### config.mk
export PLATFORM = sky130hd
export DESIGN_NAME = multicycle_datapath
export DESIGN_NICKNAME = d
export VERILOG_FILES = /design/src/rtl/multicycle_datapath.sv
export SDC_FILE = /design/constraint.sdc
export NUM_CORES = 2
export LEC_CHECK = 0
export BUFFER_PORTS_ARGS = -buffer_cell sky130_fd_sc_hd__buf_4
export CORE_MARGIN = 4
export CORE_UTILIZATION = 60
export DETAILED_ROUTE_END_ITERATION = 10
export PLACE_DENSITY = 0.83
export SLEW_MARGIN = 20
export SYNTH_ARGS = -nofsm -noshare
export SYNTH_HDL_FRONTEND = slang
export SYNTH_SLANG_ARGS = --single-unit
### constraint.sdc
create_clock -name clk -period 56.1 [get_ports clk]
set_input_delay 11.22 -clock clk [delete_from_list [all_inputs] [get_ports clk]]
set_output_delay 11.22 -clock clk [all_outputs]
set_load 0.01 [all_outputs]
### src/rtl/multicycle_datapath.sv
// Multicycle MIPS-style datapath: PC/IR/MDR/A/B/ALUOut pipeline registers, 32x32 register file,
// ALU and next-PC selection, all steered by an external microprogrammed controller.
module multicycle_datapath (
  input  logic        clk,
  input  logic        rst,
  input  logic        MemRead,
  input  logic        MemWrite,
  input  logic        RegWrite,
  input  logic        IRWrite,
  input  logic        ALUSrcA,
  input  logic        PCWriteCond,
  input  logic        BranchNotEqual,
  input  logic        PCWrite,
  input  logic        IorD,
  input  logic [1:0]  RegDst,
  input  logic [1:0]  MemtoReg,
  input  logic [1:0]  ALUSrcB,
  input  logic [1:0]  PCSrc,
  input  logic [1:0]  ALUOp,
  input  logic [31:0] mem_rdata,
  output logic [31:0] mem_addr,
  output logic [31:0] mem_wdata,
  output logic        mem_rd,
  output logic        mem_wr,
  output logic [5:0]  opcode,
  output logic        zero,
  output logic [31:0] pc_out
);

  typedef enum logic [2:0] {
    ALU_ADD,
    ALU_SUB,
    ALU_AND,
    ALU_OR,
    ALU_NOR,
    ALU_SLT
  } alu_ctl_e;

  logic [31:0] pc, ir, mdr, a, b, alu_out;
  logic [31:0] rf [32];

  logic [4:0]  rs, rt, rd;
  logic [31:0] rd_a, rd_b;
  logic [31:0] imm_ext, imm_br;
  logic [31:0] src_a, src_b, alu_y;
  alu_ctl_e    alu_ctl;
  logic [31:0] pc_next;
  logic        pc_we;
  logic        rf_we;
  logic [4:0]  rf_waddr;
  logic [31:0] rf_wdata;

  assign rs     = ir[25:21];
  assign rt     = ir[20:16];
  assign rd     = ir[15:11];
  assign opcode = ir[31:26];

  assign rd_a = (rs == 5'd0) ? 32'd0 : rf[rs];
  assign rd_b = (rt == 5'd0) ? 32'd0 : rf[rt];

  // andi/ori treat their immediate as unsigned; everything else sign-extends
  assign imm_ext = ((opcode == 6'h0C) || (opcode == 6'h0D)) ?
                   {16'd0, ir[15:0]} : {{16{ir[15]}}, ir[15:0]};
  assign imm_br  = {{14{ir[15]}}, ir[15:0], 2'b00};

  assign src_a = ALUSrcA ? a : pc;

  always_comb begin
    src_b = b;
    case (ALUSrcB)
      2'b00: src_b = b;
      2'b01: src_b = 32'd4;
      2'b10: src_b = imm_ext;
      2'b11: src_b = imm_br;
      default: src_b = b;
    endcase
  end

  always_comb begin
    alu_ctl = ALU_ADD;
    case (ALUOp)
      2'b00: alu_ctl = ALU_ADD;
      2'b01: alu_ctl = ALU_SUB;
      2'b10: begin
        case (ir[5:0])
          6'h22:   alu_ctl = ALU_SUB;
          6'h24:   alu_ctl = ALU_AND;
          6'h25:   alu_ctl = ALU_OR;
          6'h27:   alu_ctl = ALU_NOR;
          6'h2A:   alu_ctl = ALU_SLT;
          default: alu_ctl = ALU_ADD;
        endcase
      end
      2'b11: begin
        case (opcode)
          6'h0C:   alu_ctl = ALU_AND;
          6'h0D:   alu_ctl = ALU_OR;
          6'h0A:   alu_ctl = ALU_SLT;
          default: alu_ctl = ALU_ADD;
        endcase
      end
      default: alu_ctl = ALU_ADD;
    endcase
  end

  always_comb begin
    alu_y = src_a + src_b;
    case (alu_ctl)
      ALU_ADD: alu_y = src_a + src_b;
      ALU_SUB: alu_y = src_a - src_b;
      ALU_AND: alu_y = src_a & src_b;
      ALU_OR:  alu_y = src_a | src_b;
      ALU_NOR: alu_y = ~(src_a | src_b);
      ALU_SLT: alu_y = {31'd0, ($signed(src_a) < $signed(src_b))};
      default: alu_y = src_a + src_b;
    endcase
  end

  assign zero = (alu_y == 32'd0);

  always_comb begin
    pc_next = alu_y;
    case (PCSrc)
      2'b00: pc_next = alu_y;
      2'b01: pc_next = alu_out;
      2'b10: pc_next = {pc[31:28], ir[25:0], 2'b00};
      2'b11: pc_next = a;
      default: pc_next = alu_y;
    endcase
  end

  assign pc_we = PCWrite | (PCWriteCond & (zero ^ BranchNotEqual));

  always_comb begin
    rf_waddr = rt;
    case (RegDst)
      2'b00: rf_waddr = rt;
      2'b01: rf_waddr = rd;
      2'b10: rf_waddr = 5'd31;
      2'b11: rf_waddr = 5'd0;
      default: rf_waddr = rt;
    endcase
  end

  always_comb begin
    rf_wdata = alu_out;
    case (MemtoReg)
      2'b00: rf_wdata = alu_out;
      2'b01: rf_wdata = mdr;
      2'b10: rf_wdata = pc;
      2'b11: rf_wdata = 32'd0;
      default: rf_wdata = alu_out;
    endcase
  end

  // RegDst=11 means "no destination"; index 0 is hardwired to zero
  assign rf_we = RegWrite && (RegDst != 2'b11) && (rf_waddr != 5'd0);

  always_ff @(posedge clk or posedge rst) begin
    if (rst) begin
      pc      <= 32'd0;
      ir      <= 32'd0;
      mdr     <= 32'd0;
      a       <= 32'd0;
      b       <= 32'd0;
      alu_out <= 32'd0;
      for (int i = 0; i < 32; i++) rf[i] <= 32'd0;
    end else begin
      if (IRWrite) ir <= mem_rdata;
      mdr     <= mem_rdata;
      a       <= rd_a;
      b       <= rd_b;
      alu_out <= alu_y;
      if (pc_we) pc <= pc_next;
      if (rf_we) rf[rf_waddr] <= rf_wdata;
    end
  end

  assign mem_addr  = IorD ? alu_out : pc;
  assign mem_wdata = b;
  assign mem_rd    = MemRead;
  assign mem_wr    = MemWrite;
  assign pc_out    = pc;

endmodule

Word level (Yosys, flattened, before mapping):

Index checks and enable logic that the tools add are counted.

* logic and storage cells: 121
* register bits: 1216
* output and inout port bits: 105
* input port bits: 53

* bitwise operators: 10
* order comparisons: 5
* equality and inequality tests: 29
* add/subtract/negate cells: 2
* multiplexer cells: 22
* reduce and logical (&&, ||, !) cells: 14

Operators with widths (count)
* $bwmux 1024: 1
* $pmux 32 s4: 3
* $bmux 32 s5: 2
* $mux 32: 10
* $demux 32 s5: 1
* $pmux 32 s5: 1
* $add 32x32->32: 1
* $and 32x32->32: 1
* $logic_not 32->1: 1
* $lt 32x32->1: 1
* $not 32->32: 1
* $or 32x32->32: 1
* $sub 32x32->32: 1
* $eq 6x6->1 const B: 5
* $eq 2x2->1 const B: 10
* $pmux 5 s4: 1
* $eq 6x4->1 const B: 3
* $ge 6x6->1 const B: 3
* $not 5->6: 3
* $pmux 3 s5: 1
* $pmux 3 s4: 1
* $eq 2x1->1 const B: 5
* $logic_not 2->1: 5
* $logic_not 5->1: 2
* other kinds (14): 18

Logic depth before layout (Yosys ltp):

* depth after elaboration: 12
* mapped depth: 22
* gate-level depth less buffers: 20

Worst setup path after synthesis:

Ideal clock, no wire load.

* path type: input to output
* from: in ALUSrcA
* to: out zero
* path slack: 29697 ps
* path buffers: 2
* arrival time: 15183 ps
* cell stages on the path: 16
* required time: 44880 ps
* cells stage by stage: clkbuf_1 > buf_1 > mux2i_1 > inv_1 > fa_1 > a21o_1 > a221oi_1 > a2bb2oi_2 > a2111oi_0 > o221a_2 > o211ai_1 > nand3b_1 > or2_1 > a2111oi_2 > nand4_2 > inv_1

* cells in the longest elaborated chain, start to end: 5
* elaborated cells on any way between the ends: 9
* those cells by class: add/sub (2); order compare (1); mux (2); bitwise (3); reduce/logical (1)

RTL lines
* start, declared: line 10 `input logic ALUSrcA,`
* $mux 32 *: line 66 `assign src_a = ALUSrcA ? a : pc;`
* branches (longest 2 deep; another with $add 32x32->32)
* $pmux 32 s5 *: line 108 `case (alu_ctl)`
* via alu_y[20]: line 45 `logic [31:0] src_a, src_b, alu_y;`
* $logic_not 32->1 *: line 119 `assign zero = (alu_y == 32'd0);`
* end, declared: line 26 `output logic zero,`

Mark *: on every way through the listed nets, which the timed path passes.

Worst setup path after layout:

Ends and elaborated chain as after synthesis.

==> impl_metrics.yaml <==
grt:
  antenna_found_initial: 6
  grt_pass1_wl_mm: 338
  track_usage_pct: 38.8
  grt_max_degree: 175
  grt_pass1_vias: 55500
  grt-ovfl-total: 0
synthesis:
  synth.cells.most_frequent: "dfrtp_1, nor2_1, a21oi_1, mux4_2, clkbuf_1"
  yosys_warnings: 0
  synth_area_per_cell_um2: 11.1
  syn_area_um2: 66200
  async_flop_share_pct: 100
  synth_fp_nets: 6108
  synth_flop_cell: "dfrtp_1"
  synth_top_area_cell: "dfrtp_1"
  yosysSeqAreaShare_pct: 46.0
  syn_inst: 5956
  yosysMostFrequentCell: "dfrtp_1"
  synth_edf_count: 0
  ys_top_cells_by_area: "dfrtp_1, mux4_2, a21oi_1, nor2_1, o21ai_0"
  ys_types: 88
  ys_seq_elements: 1216
  yosysTopAreaCellShare_pct: 46.0
setup_path:
  r2r_setup_slack_ps: 48800
  arrival_ps: 16600
  crit_fanout: 32
  reg2reg_from: "ir[30]"
  rr_worst_depth: 20
  crit_path_end_kind: "primary output"
  required_ps: 44880
  startpoint_type: "input port"
  criticalPathCategory: "in2out"
  worstReg2RegEnd: "pc_out[26]"
routing:
  vias: 53500
  drtIter0Drc: 8224
  routedWlPerCell_um: 30.8
  via_per_inst: 7.31
  drtAntennaViolNets: 0
  first_pass_iters: 9
  highest_layer: "met5"
  routed_wl_mm: 225
  drcViolationCount: 0
  met2WireLength_mm: 103
  drt-met1-wl_mm: 76.0
  wl_met3_mm: 31.7
floorplanning:
  io_pins: 158
  die_w_um: 340
  die-area_um2: 116000
  dieHeight_um: 340
  row_count: 121
  initial_core_util_pct: 60.6
  core_area_um2: 109000
placement:
  place_area_um2: 68200
  dp_slack_ps: 28350
  place.gp.congestion: 0.954
  dp_hpwl_mm: 133
  placed_cells: 7094
  portBuffers: 153
timing:
  setup_violations: 0
  rsz0062_at_grt: "false"
  finalHoldViolations: 0
  whs_ps: 397
  slew_violations: 0
  period_share_pct: 49.6
  fin_ws_ps: 28280
  fin_tns_setup_ps: 0
  fmax_ghz: 0.0359
  max_slew_margin_pct: 20.7
  fin_skew_ps: 55.6
  worstMarginPinSlew_ps: 1190
  fin_crit_ps: 27820
clock_tree:
  cts_tree: "yes"
  clock_sinks: 1216
  clkTransAtPathRegs_ps: 60
  cts_setup_buffers: 0
  cts.hold.buffers_added: 0
  cts_buffers: 118
  clk_latency_ps: 760
  cts_root_buf: "clkbuf_16"
  htreeDepth: 3
  postCtsResizedCells: 0
  cts_max_path_buffers: 3
power_and_ir_drop:
  vdd_drop_max_v: 0.0000317
  p_per_area_nw_per_um2: 49.0
  leakage_nw: 31.1
worst_hold_path:
  min_from: "rf[1008]"
  min_path_cells: 0
  hold_path_end: "rf[1008]"
  hp-class: "reg2reg"
cells_and_area:
  area_growth_pct: 9.34
  drive_gt1_share_pct: 22.5
  fin_area_um2: 72400
  fin_cells: 7320
  final_nets: 5890
  fillCellCount: 7355
run:
  cap_violations: 0
outcome:
  outcome: "complete, no violations"
cells in the final DEF (no fill, tap or decap), drive strengths merged, types with 10 or more instances in the layout:
master   instances
or2             10
mux2           147
o22ai           32
o211ai          17
nor4            21
xnor2           14
and3            11
mux4           584
o221ai          24
nor3            46
a22o            29
ha              97
o21a            26
a31oi           10
mux2i          195
o311ai          13
a211o           18
a21oi          736
o31ai           16
clkbuf         162
or3             14
nand2          471
a221oi          32
inv            101
dfrtp         1216
nand2b          13
o21ai          427
a21o            18
clkinv          31
nor2           816
a211oi          19
buf            272
bufinv          15
nand3           18
a2111oi         10
nor2b           21
kinds of logic (layout without fill, tap and decap cells):
family                   Yosys count  after routing  synth area share [%]
other                              0              5                     0
AND/OR/NAND/NOR                 1492           1492                  9.26
adder cells (fa/ha/maj)           99             99                  1.89
buffers and inverters            704            587                  4.13
XOR/XNOR                          18             18                 0.250
AO/OA/AOI/OAI                   1501           1501                  13.0
multiplexers                     926            926                  25.5
flip-flops                      1216           1216                  46.0
state kept, by name (all words and copies together), names as in the netlist:
register / count
rf: 1024
ir: 32
a: 32
mdr: 32
alu_out: 32
pc_out: 32
mem_wdata: 32
where the power goes:
part	leakage [nW]	total (mW)	switching, mW	internal (mW)
Sequential	15.5	1.45	0.283	1.16
Clock	2.02	0.852	0.367	0.485
Combinational	13.6	1.25	0.658	0.594
Total	31.1	3.55	1.31	2.24
stage by stage:
| stage | total power, mW | utilization, % |
|---|---|---|
| 6_report | 3.55 | 66.3 |
| 5_1_grt | 3.69 | 66.3 |
| 4_1_cts | 3.50 | 66.3 |
| 3_5_place_dp | 2.64 | 62.5 |
| 3_3_place_gp | 2.57 | 62.5 |
| 2_1_floorplan | 2.22 | - |
worst max-delay path, cell delays in order:
cell and delay, ps:
buf_4 560, mux2i_1 450, inv_1 90, ha_1 250, fa_1 480, a21o_1 200
a221oi_1 720, a2bb2oi_2 380, a2111oi_0 270, o221a_2 320, o211ai_1 150, nand3b_1 130
or2_1 240, a2111oi_2 550, nand4_2 300, inv_1 140, buf_4 130
layout make-up:
type	instances	area, um^2	area share (%)
timing repair buffer	272	2100	2.90
clock buffer	162	3310	4.57
tap	1476	1850	2.55
sequential	1216	30500	42.1
antenna	5	12.5	0.0173
multi-input combinational	4036	33400	46.2
clock inverter	59	821	1.13
inverter	94	360	0.498
routing by layer:
| metal | global-route usage [%] | vias up |
|---|---|---|
| met5 | 0 | - |
| met4 | 23.6 | 2 |
| met3 | 13.4 | 1122 |
| met2 | 59.0 | 4408 |
| met1 | 48.2 | 26700 |
| li1 | - | 21300 |
how the worst max path moves through the flow:
stage / startpoint / endpoint / slack [ps] / cells past startpoint
after floorplan: rst / a[0] / 10620 / 1
after global placement: ALUSrcA / zero / 28450 / 17
after detailed placement: ALUSrcA / zero / 28350 / 17
final: ALUSrcA / zero / 28280 / 17
after CTS: ALUSrcA / zero / 28350 / 17
after global routing: ALUSrcB[0] / zero / 28060 / 17
Power figures use the tool's default switching activity.
